## config.mk

```make
export PLATFORM = sky130hd
export DESIGN_NAME = pwm_rgb_driver_flat
export DESIGN_NICKNAME = d
export VERILOG_FILES = /design/src/rtl/pwm_rgb_driver_if.sv /design/src/rtl/pwm_rgb_driver.sv /design/src/flat_wrapper.sv
export SDC_FILE = /design/constraint.sdc
export NUM_CORES = 1
export LEC_CHECK = 0
export CAP_MARGIN = 20
export CORE_ASPECT_RATIO = 1.1
export CORE_MARGIN = 2
export CORE_UTILIZATION = 40
export CTS_CLUSTER_DIAMETER = 30
export DETAILED_ROUTE_END_ITERATION = 6
export DONT_BUFFER_PORTS = 1
export GPL_ROUTABILITY_DRIVEN = 0
export PLACE_DENSITY = 0.63
export SLEW_MARGIN = 40
export SYNTH_ARGS = -nofsm -noshare
export SYNTH_HDL_FRONTEND = slang
export SYNTH_SLANG_ARGS = --single-unit
```

## constraint.sdc

```tcl
create_clock -name clk_div -period 10.9 [get_ports clk_div]
set_input_delay 1.09 -clock clk_div [delete_from_list [all_inputs] [get_ports clk_div]]
set_output_delay 1.09 -clock clk_div [all_outputs]
set_load 0.05 [all_outputs]
```

## src/rtl/pwm_rgb_driver_if.sv

```systemverilog
// Signal bundle between the colour sequencer and the RGB PWM driver.
// The master drives enable and duty requests; the slave returns the LED drive and status.
interface pwm_rgb_driver_if;
   logic       en;
   logic [7:0] R_time_in;
   logic [7:0] G_time_in;
   logic [7:0] B_time_in;
   logic       pwm_r;
   logic       pwm_g;
   logic       pwm_b;
   logic       period_end;
   logic       fade_busy;

   modport master (
      output en, R_time_in, G_time_in, B_time_in,
      input  pwm_r, pwm_g, pwm_b, period_end, fade_busy
   );

   modport slave (
      input  en, R_time_in, G_time_in, B_time_in,
      output pwm_r, pwm_g, pwm_b, period_end, fade_busy
   );
endinterface

```

## src/rtl/pwm_rgb_driver.sv

```systemverilog
// Three-channel 255-cycle PWM driver for the RGB LED, running on the divided tick clock.
// Duty requests are captured once per period and optionally faded in FADE_STEP increments.
module pwm_rgb_driver #(
   parameter int FADE_STEP  = 8,
   parameter bit ACTIVE_LOW = 1'b1
) (
   input logic             clk_div,
   input logic             rst,
   pwm_rgb_driver_if.slave bus
);

   localparam logic       OFF_LVL = ACTIVE_LOW;
   localparam logic       ON_LVL  = ~ACTIVE_LOW;
   localparam logic [8:0] STEP9   = 9'(FADE_STEP);
   localparam logic [7:0] LAST_CNT = 8'd254;

   typedef enum logic [1:0] {
      S_OFF,
      S_RUN,
      S_FADE
   } state_t;

   state_t          state_q, state_d;
   logic [7:0]      cnt_q, cnt_d;
   logic [2:0][7:0] cur_q, cur_d;
   logic [2:0][7:0] tgt_q, tgt_d;
   logic [2:0]      pwm_q, pwm_d;
   logic            periodEnd_q, periodEnd_d;
   logic            fadeBusy_q, fadeBusy_d;
   logic [2:0][7:0] dutyIn;
   logic            wrapEdge;

   assign dutyIn   = {bus.B_time_in, bus.G_time_in, bus.R_time_in};
   assign wrapEdge = (cnt_q == LAST_CNT);

   // One fade step in 9-bit space: land exactly on the target once it is within reach.
   function automatic logic [7:0] stepToward(input logic [7:0] cur, input logic [7:0] tgt);
      logic [8:0] c9;
      logic [8:0] t9;
      logic [8:0] nxt;
      c9 = {1'b0, cur};
      t9 = {1'b0, tgt};
      if (t9 >= c9) begin
         nxt = ((t9 - c9) <= STEP9) ? t9 : (c9 + STEP9);
      end else begin
         nxt = ((c9 - t9) <= STEP9) ? t9 : (c9 - STEP9);
      end
      return nxt[7:0];
   endfunction

   // State, counter and duty registers; reset drops the LED to its off level at once.
   always_ff @(posedge clk_div or posedge rst) begin
      if (rst) begin
         state_q     <= S_OFF;
         cnt_q       <= 8'd0;
         cur_q       <= '0;
         tgt_q       <= '0;
         pwm_q       <= {3{OFF_LVL}};
         periodEnd_q <= 1'b0;
         fadeBusy_q  <= 1'b0;
      end else begin
         state_q     <= state_d;
         cnt_q       <= cnt_d;
         cur_q       <= cur_d;
         tgt_q       <= tgt_d;
         pwm_q       <= pwm_d;
         periodEnd_q <= periodEnd_d;
         fadeBusy_q  <= fadeBusy_d;
      end
   end

   // Next-state logic. Requests are only looked at on the wrap edge so a period is never split;
   // disabling parks the counter but keeps cur/tgt so the colour resumes on re-enable.
   always_comb begin
      state_d     = state_q;
      cnt_d       = cnt_q;
      cur_d       = cur_q;
      tgt_d       = tgt_q;
      pwm_d       = {3{OFF_LVL}};
      periodEnd_d = 1'b0;

      if (!bus.en) begin
         state_d = S_OFF;
         cnt_d   = 8'd0;
      end else begin
         case (state_q)
            S_OFF: begin
               state_d = S_RUN;
               cnt_d   = 8'd0;
            end
            S_RUN, S_FADE: begin
               for (int i = 0; i < 3; i++) begin
                  pwm_d[i] = (cnt_q < cur_q[i]) ? ON_LVL : OFF_LVL;
               end
               periodEnd_d = wrapEdge;
               cnt_d       = wrapEdge ? 8'd0 : cnt_q + 8'd1;
               if (wrapEdge) begin
                  tgt_d = dutyIn;
                  if (FADE_STEP == 0) begin
                     cur_d = dutyIn;
                  end else begin
                     for (int i = 0; i < 3; i++) begin
                        cur_d[i] = stepToward(cur_q[i], tgt_q[i]);
                     end
                  end
                  state_d = (cur_d == dutyIn) ? S_RUN : S_FADE;
               end
            end
            default: begin
               state_d = S_OFF;
               cnt_d   = 8'd0;
            end
         endcase
      end

      fadeBusy_d = (state_d == S_FADE);
   end

   assign bus.pwm_r      = pwm_q[0];
   assign bus.pwm_g      = pwm_q[1];
   assign bus.pwm_b      = pwm_q[2];
   assign bus.period_end = periodEnd_q;
   assign bus.fade_busy  = fadeBusy_q;

endmodule
```

## src/flat_wrapper.sv

```systemverilog
// flat-port wrapper written by rule: the top's interface ports become plain ports
module pwm_rgb_driver_flat 
#(
   parameter int FADE_STEP  = 8,
   parameter bit ACTIVE_LOW = 1'b1
)
  (clk_div, rst, bus_en, bus_R_time_in, bus_G_time_in, bus_B_time_in, bus_pwm_r, bus_pwm_g, bus_pwm_b, bus_period_end, bus_fade_busy);
  pwm_rgb_driver_if bus_i ();
  input logic clk_div;
  input logic rst;
  input wire logic [$bits(bus_i.en)-1:0] bus_en;
  input wire logic [$bits(bus_i.R_time_in)-1:0] bus_R_time_in;
  input wire logic [$bits(bus_i.G_time_in)-1:0] bus_G_time_in;
  input wire logic [$bits(bus_i.B_time_in)-1:0] bus_B_time_in;
  output wire logic [$bits(bus_i.pwm_r)-1:0] bus_pwm_r;
  output wire logic [$bits(bus_i.pwm_g)-1:0] bus_pwm_g;
  output wire logic [$bits(bus_i.pwm_b)-1:0] bus_pwm_b;
  output wire logic [$bits(bus_i.period_end)-1:0] bus_period_end;
  output wire logic [$bits(bus_i.fade_busy)-1:0] bus_fade_busy;
  assign bus_i.en = bus_en;
  assign bus_i.R_time_in = bus_R_time_in;
  assign bus_i.G_time_in = bus_G_time_in;
  assign bus_i.B_time_in = bus_B_time_in;
  assign bus_pwm_r = bus_i.pwm_r;
  assign bus_pwm_g = bus_i.pwm_g;
  assign bus_pwm_b = bus_i.pwm_b;
  assign bus_period_end = bus_i.period_end;
  assign bus_fade_busy = bus_i.fade_busy;
  pwm_rgb_driver #(.FADE_STEP(FADE_STEP), .ACTIVE_LOW(ACTIVE_LOW)) u_core (.clk_div(clk_div), .rst(rst), .bus(bus_i));
endmodule
```

### Word-level counts from Yosys, hierarchy flattened

Cells that the tools add are included.

| word-level totals | value |
|---|---|
| word-level logic and storage cells | 70 |
| output and inout bits | 5 |
| bits of input ports | 27 |
| flip-flop bits (word level) | 63 |

| operators by class | value |
|---|---|
| reduce and logical (&&, ||, !) cells | 3 |
| eq/ne operators | 5 |
| add/subtract/negate cells | 13 |
| multiplexer cells | 26 |
| magnitude comparators | 12 |

Operators with widths:

| operator | count |
|---|---|
| $mux W8 | 12 |
| $mux W24 | 3 |
| $le A9 B4 Y1 const B | 6 |
| $sub A8 B8 Y9 | 6 |
| $add A8 B4 Y8 const B | 3 |
| $eq A24 B24 Y1 | 1 |
| $ge A8 B8 Y1 | 3 |
| $lt A8 B8 Y1 | 3 |
| $sub A8 B4 Y8 const B | 3 |
| $add A8 B1 Y8 const B | 1 |
| $eq A8 B8 Y1 const B | 1 |
| $mux W2 | 3 |
| $mux W3 | 2 |
| $mux W1 | 5 |
| $eq A2 B2 Y1 const B | 2 |
| $pmux W2 S2 | 1 |
| $reduce_and A3 Y1 | 1 |
| $eq A2 B1 Y1 const B | 1 |
| $logic_not A2 Y1 | 1 |
| $reduce_or A2 Y1 | 1 |

### Logic depth before layout (Yosys ltp)

| depth | value |
|---|---|
| depth in word-level cells | 13 |
| depth in mapped cells | 15 |
| mapped depth without buffers | 13 |

### Least setup slack after synthesis

OpenSTA, ideal clock, no wires.

| path | value |
|---|---|
| path type | register -> register |
| start point | register u_core.cur_q[5] (netlist bit) |
| end point | register u_core.fadeBusy_q (netlist: u_core.bus.fade_busy) |
| library setup time | 138 ps |
| required time | 10762 ps |
| path slack | 7303 ps |
| arrival | 3459 ps |
| path buffers | 2 |
| cell stages (with the launch flop) | 16 |
| period minus slack after synthesis | 3597 ps |
| cells stage by stage | dfrtp_1 clkbuf_1 inv_1 ha_1 a21oi_1 o22a_1 or3b_1 or2_0 buf_6 o21ai_2 mux2i_1 o22ai_1 a311o_1 or4_1 nor4b_2 a2111oi_1 |

| on the way | value |
|---|---|
| word-level cells in the longest chain between the ends | 13 |
| elaborated cells between the ends (all ways) | 19 |
| those cells by class | 4 x add/sub; 3 x order compare; 2 x eq/ne; 10 x mux |

RTL lines:

| what | line | text |
|---|---|---|
| from (decl) | pwm_rgb_driver.sv:25 | `logic [2:0][7:0] cur_q, cur_d;` |
| from (signal assigned) | pwm_rgb_driver.sv:64 | `cur_q <= cur_d;` |
| $sub A8 B8 Y9 (on tied branches) | pwm_rgb_driver.sv:46, pwm_rgb_driver.sv:44 |  |
| $le A9 B4 Y1 (on tied branches) | pwm_rgb_driver.sv:46, pwm_rgb_driver.sv:44 |  |
| $mux W8 (on tied branches) | pwm_rgb_driver.sv:46, pwm_rgb_driver.sv:44 |  |
| $mux W8 (*) | pwm_rgb_driver.sv:43 | `if (t9 >= c9) begin` |
| $mux W24 (*) | pwm_rgb_driver.sv:97 | `if (wrapEdge) begin` |
| $mux W24 (*) | pwm_rgb_driver.sv:86 | `case (state_q)` |
| $mux W24 (*) | pwm_rgb_driver.sv:82 | `if (!bus.en) begin` |
| $eq A24 B24 Y1 (*) | pwm_rgb_driver.sv:106 | `state_d = (cur_d == dutyIn) ? S_RUN : S_FADE;` |
| $mux W2 (*) | pwm_rgb_driver.sv:106 |  |
| $mux W2 (*) | pwm_rgb_driver.sv:97 |  |
| $pmux W2 S2 (*) | pwm_rgb_driver.sv:86 |  |
| $mux W2 (*) | pwm_rgb_driver.sv:82 |  |
| $eq A2 B2 Y1 (*) | pwm_rgb_driver.sv:116 | `fadeBusy_d = (state_d == S_FADE);` |
| named net u_core.fadeBusy_d | pwm_rgb_driver.sv:29 | `logic fadeBusy_q, fadeBusy_d;` |
| to (signal assigned) | pwm_rgb_driver.sv:68 | `fadeBusy_q <= fadeBusy_d;` |
| to (decl) | pwm_rgb_driver.sv:29 |  |

The timed path passes the listed nets; every way through them passes the cells marked *. The select of a mux whose other input is x is not followed.
A chain may end at the register's enable or synchronous reset.

### Final worst setup path

| path | value |
|---|---|
| start point | register u_core.tgt_q[4] (netlist bit) |
| end point | register u_core.fadeBusy_q (netlist: u_core.bus.fade_busy) |

| on the way | value |
|---|---|
| word-level cells in the longest chain between the ends | 13 |
| elaborated cells between the ends (all ways) | 17 |
| those cells by class | 2 x add/sub; 3 x order compare; 2 x eq/ne; 10 x mux |

RTL lines:

| what | line | text |
|---|---|---|
| from (decl) | pwm_rgb_driver.sv:26 | `logic [2:0][7:0] tgt_q, tgt_d;` |
| from (signal assigned) | pwm_rgb_driver.sv:65 | `tgt_q <= tgt_d;` |
| $sub A8 B8 Y9 (on tied branches) | pwm_rgb_driver.sv:46, pwm_rgb_driver.sv:44 |  |
| $le A9 B4 Y1 (on tied branches) | pwm_rgb_driver.sv:46, pwm_rgb_driver.sv:44 |  |
| $mux W8 (on tied branches) | pwm_rgb_driver.sv:46, pwm_rgb_driver.sv:44 |  |
| $mux W8 (*) | pwm_rgb_driver.sv:43 |  |
| $mux W24 (*) | pwm_rgb_driver.sv:97 |  |
| $mux W24 (*) | pwm_rgb_driver.sv:86 |  |
| $mux W24 (*) | pwm_rgb_driver.sv:82 |  |
| $eq A24 B24 Y1 (*) | pwm_rgb_driver.sv:106 |  |
| $mux W2 (*) | pwm_rgb_driver.sv:106 |  |
| $mux W2 (*) | pwm_rgb_driver.sv:97 |  |
| $pmux W2 S2 (*) | pwm_rgb_driver.sv:86 |  |
| $mux W2 (*) | pwm_rgb_driver.sv:82 |  |
| $eq A2 B2 Y1 (*) | pwm_rgb_driver.sv:116 |  |
| named net u_core.fadeBusy_d | pwm_rgb_driver.sv:29 |  |

Marks and branches as above.

==> summary by stage <==
Status
The flow ran to the end, and the final reports show no timing, DRC or antenna violations.

CTS
The H-tree was split into 3 levels. The count of hold buffers inserted by post-cts repair is 0. TritonCTS created 9 clock buffers. The clock latency reported for the late side of the worst-skew pair is 0.35 ns. The post-CTS clock slew at the launch and capture registers of the worst setup and hold paths is 0.06 ns. The count of instances resized after the clock tree is built is 0.

The maximum root-to-sink buffer count is 2. The count of clock tree sinks is 63. The tree is rooted in a clkbuf_16.

Once the clock tree was built, the setup fixing pass inserted 0 buffers. TritonCTS built the clock tree.

Timing
Setup violations remaining at the end of the flow were counted as 0. Static timing analysis puts the maximum clock frequency at 226 MHz. The worst-case clock skew is 0.00947 ns. The transition time at the pin with the least slew margin is 0.897 ns. Setup repair after global routing left no endpoint under its margin.

For the finished layout, the period the worst path requires is 4.43 ns. The number of max-slew violations in the final report is 0. The final sum of negative setup slack is 0 ns. The slack of the critical path is 6.47 ns.

The final cycle utilization of the critical path is 0.406. The number of hold violations in the final report was 0. The max-slew headroom at the worst pin is 0.401.

The worst hold margin is 0.529 ns.

Route
The violation count after the first detailed-routing iteration is 633. The average detailed-routed wire length per instance is 18.8 µm. The sum of routed wire length over all layers is 21.6 mm. After detailed routing, the number of vias per cell comes to 5.95. The remaining number of nets flagged by the antenna check after routing is 0. The number of detailed-route iterations in the first pass is 5. The routed via count is 6820. For this run, design rule violations remaining after detail routing come to 0.

Floorplanning
The width of the die is 132 µm. The die area is 19200 µm². The number of top-level pins is 32. The floorplan step defined a core boundary enclosing 17700 µm². The effective utilization at floorplan is 0.408. In this run the core area contains 51 standard-cell rows.

From bottom edge to top edge, the die measures 145 µm.

Worst setup path
The length in cells of the worst reg-to-reg path is 13. STA classifies the critical path startpoint as a flop. The arrival time of data at the critical path endpoint is 4.64 ns. For the worst setup path, the data required time is 11.12 ns. The critical register-to-register path endpoint is u_core.bus.fade_busy.

In this run the critical register-to-register path is launched from u_core.tgt_q[4]. The critical path is of the reg2reg type. STA classifies the critical path endpoint as a flop.

The flop-to-flop setup slack is 6.47 ns. The maximum fanout encountered on the critical timing path is 12.

Global routing
In the global route stage, overall resource usage came out at 0.226. For met3 alone, demand over resource in global routing was 0.0381. The overflow left after global routing is 0. The number of antenna violations at the first check in global routing was 0.

The maximum number of pins on one net before global-route repair is 64. After global routing, the most crowded layer is met2. The via count of the first global-routing pass came to 6432.

The first-pass GRT wire length is 34.9 mm. In the global route stage, met2 resource usage came out at 0.377. In the global route stage, met1 resource usage came out at 0.301.

Placed design
The cell area after placement is 7410 µm². Including well taps, the total number of placed cells is 1131. The number of buffers inserted by port buffering is 0.

Before CTS, the worst setup slack after placement is 6.52 ns. Once detailed placement completed, the half-perimeter wirelength came to 16.6 mm.

Synth
Summing every instance area after synthesis gives 7240 µm². Among all flip-flop cells after synthesis, the most frequent one is dfrtp_1. The netlist uses 94 different library cells.

The share of the synthesized area in compound gates (AO/OA/AOI/OAI) is 0.283. The number of warnings reported in the yosys synthesis log is 0. The register bit count reported by yosys is 63.

Of the total synthesized cell area, the portion taken by XOR and XNOR cells is 0.0506. The number of cells produced by synthesis is 920. The portion of the post-synthesis area used by sequential elements is 0.218.

Dividing the synthesized area by the synthesized cell count gives 7.87 µm². Counting flops with a built-in enable in the synthesized netlist gives 0. The post-synthesis share of cell area spent on and, or, nand and nor gates is 0.236. The proportion of synthesized flip-flops having asynchronous set or reset is 1.00. The adder-cell share of the synthesized area is 0.137. The post-synthesis net count is 1026. By area, the combinational part of the netlist is dominated by compound AO/OA/AOI/OAI gates. The share of synthesized area spent on multiplexers is 0.0154.

Job
Across the run, the number of max-cap violations was 0.

Power and ir drop
Power comes to 0.579 mW. Power spread over the standard cell area amounts to 75.1 nW/µm². The maximum ir drop on the vdd rail is 0.0650 mV. The cell leakage power is 3.36 nW.

Min path
The tightest min-delay check is of the reg2reg type. Counting instances, the worst hold path has a depth of 2. The endpoint of the worst hold path is u_core.cur_q[2].

The startpoint identified for the worst hold timing path is u_core.tgt_q[2].

Cells and area
For this run, the post-layout net count is 1010. The cell area after layout is 7710 µm². The number of standard cells in the layout, taps in and fillers out is 1147.

The fraction of final layout cells with drive strength greater than 1 is 0.0671. The number of inserted diodes is 0. The final cell utilization of the core is 0.435. The area growth from synthesis to final layout is 6.59%.
cell families (layout without fill, tap and decap cells):
group	count (synthesis)	after routing
AND/OR/NAND/NOR	322	322
AO/OA/AOI/OAI	299	299
buffers and inverters	105	94
adder cells (fa/ha/maj)	79	79
flip-flops	63	63
XOR/XNOR	41	41
multiplexers	11	11
cell usage in the layout (no fill, tap or decap), types with 10 or more instances in the layout:
cell type / instances
xor2_1: 18
nor2_1: 57
and3_1: 14
nand3_1: 42
inv_1: 72
mux2i_1: 10
o21ai_1: 12
nand4_1: 10
o21ai_0: 82
a21oi_1: 53
o211ai_1: 16
nor3_1: 23
nand2_1: 85
a21o_1: 11
dfrtp_1: 60
xnor2_1: 22
nor2b_1: 18
ha_1: 79
power by group:
part / switching, mW / leakage, nW / total, mW / internal [mW]
Combinational: 0.0179 / 2.56 / 0.0274 / 0.00943
Sequential: 0.00595 / 0.654 / 0.243 / 0.237
Clock: 0.125 / 0.149 / 0.309 / 0.185
registers in the layout, indices dropped and copies added (netlist names):
register and cells:
u_core.cur_q 24, u_core.state_q 2, u_core.tgt_q 24, u_core.bus.fade_busy 1, u_core.bus.period_end 1, u_core.pwm_q 3, u_core.cnt_q 8
synthesized netlist by cell type, types with 10 or more instances:
cell type	instances	share of area
clkbuf_1	17	0.0088
nor2_1	57	0.030
xor2_1	18	0.022
a21o_1	11	0.011
o21ai_1	12	0.0083
nand4_1	10	0.0086
nand3_1	42	0.029
o211ai_1	16	0.017
nand2_1	85	0.044
mux2i_1	10	0.014
a21oi_1	53	0.037
xnor2_1	22	0.027
nor2b_1	18	0.016
o21ai_0	82	0.057
dfrtp_1	60	0.21
inv_1	74	0.038
nor3_1	23	0.016
and3_1	14	0.012
ha_1	79	0.14
final cells by class:
cell class | instances | area [µm²]
Fill cell | 1848 | 10000
Multi-Input combinational cell | 752 | 5230
Sequential cell | 63 | 1580
Tap cell | 238 | 298
Inverter | 76 | 285
Clock buffer | 10 | 239
Clock inverter | 6 | 68.8
Timing Repair Buffer | 2 | 18.8
critical path: stages (launching register included):
cell and delay (ns):
dfrtp_1 0.43, inv_1 0.14, ha_1 0.49, a21oi_1 0.24, o22a_1 0.20, or3b_1 0.39, or2_0 0.40, nor4_4 0.41
o21ai_1 0.21, a21o_1 0.22, a2111oi_0 0.46, o211ai_1 0.19, nor4b_2 0.38, a2111oi_1 0.11
metal layers:
layer / vias up / share of wire
met5: - / 0
met4: 0 / 0.021
met3: 32 / 0.048
met2: 169 / 0.48
met1: 3251 / 0.45
li1: 3368 / -
worst max-delay path by stage:
stage / start / cells past startpoint / slack [ns] / end
6_report: u_core.tgt_q[4] / 13 / 6.47 / u_core.bus.fade_busy
3_5_place_dp: u_core.tgt_q[4] / 13 / 6.52 / u_core.bus.fade_busy
3_3_place_gp: u_core.tgt_q[4] / 13 / 6.64 / u_core.bus.fade_busy
2_1_floorplan: u_core.cur_q[5] / 15 / 7.30 / u_core.bus.fade_busy
4_1_cts: u_core.tgt_q[6] / 13 / 6.49 / u_core.bus.fade_busy
5_1_grt: u_core.tgt_q[6] / 13 / 6.19 / u_core.bus.fade_busy
No activity file was read; power rests on OpenSTA's default activity.
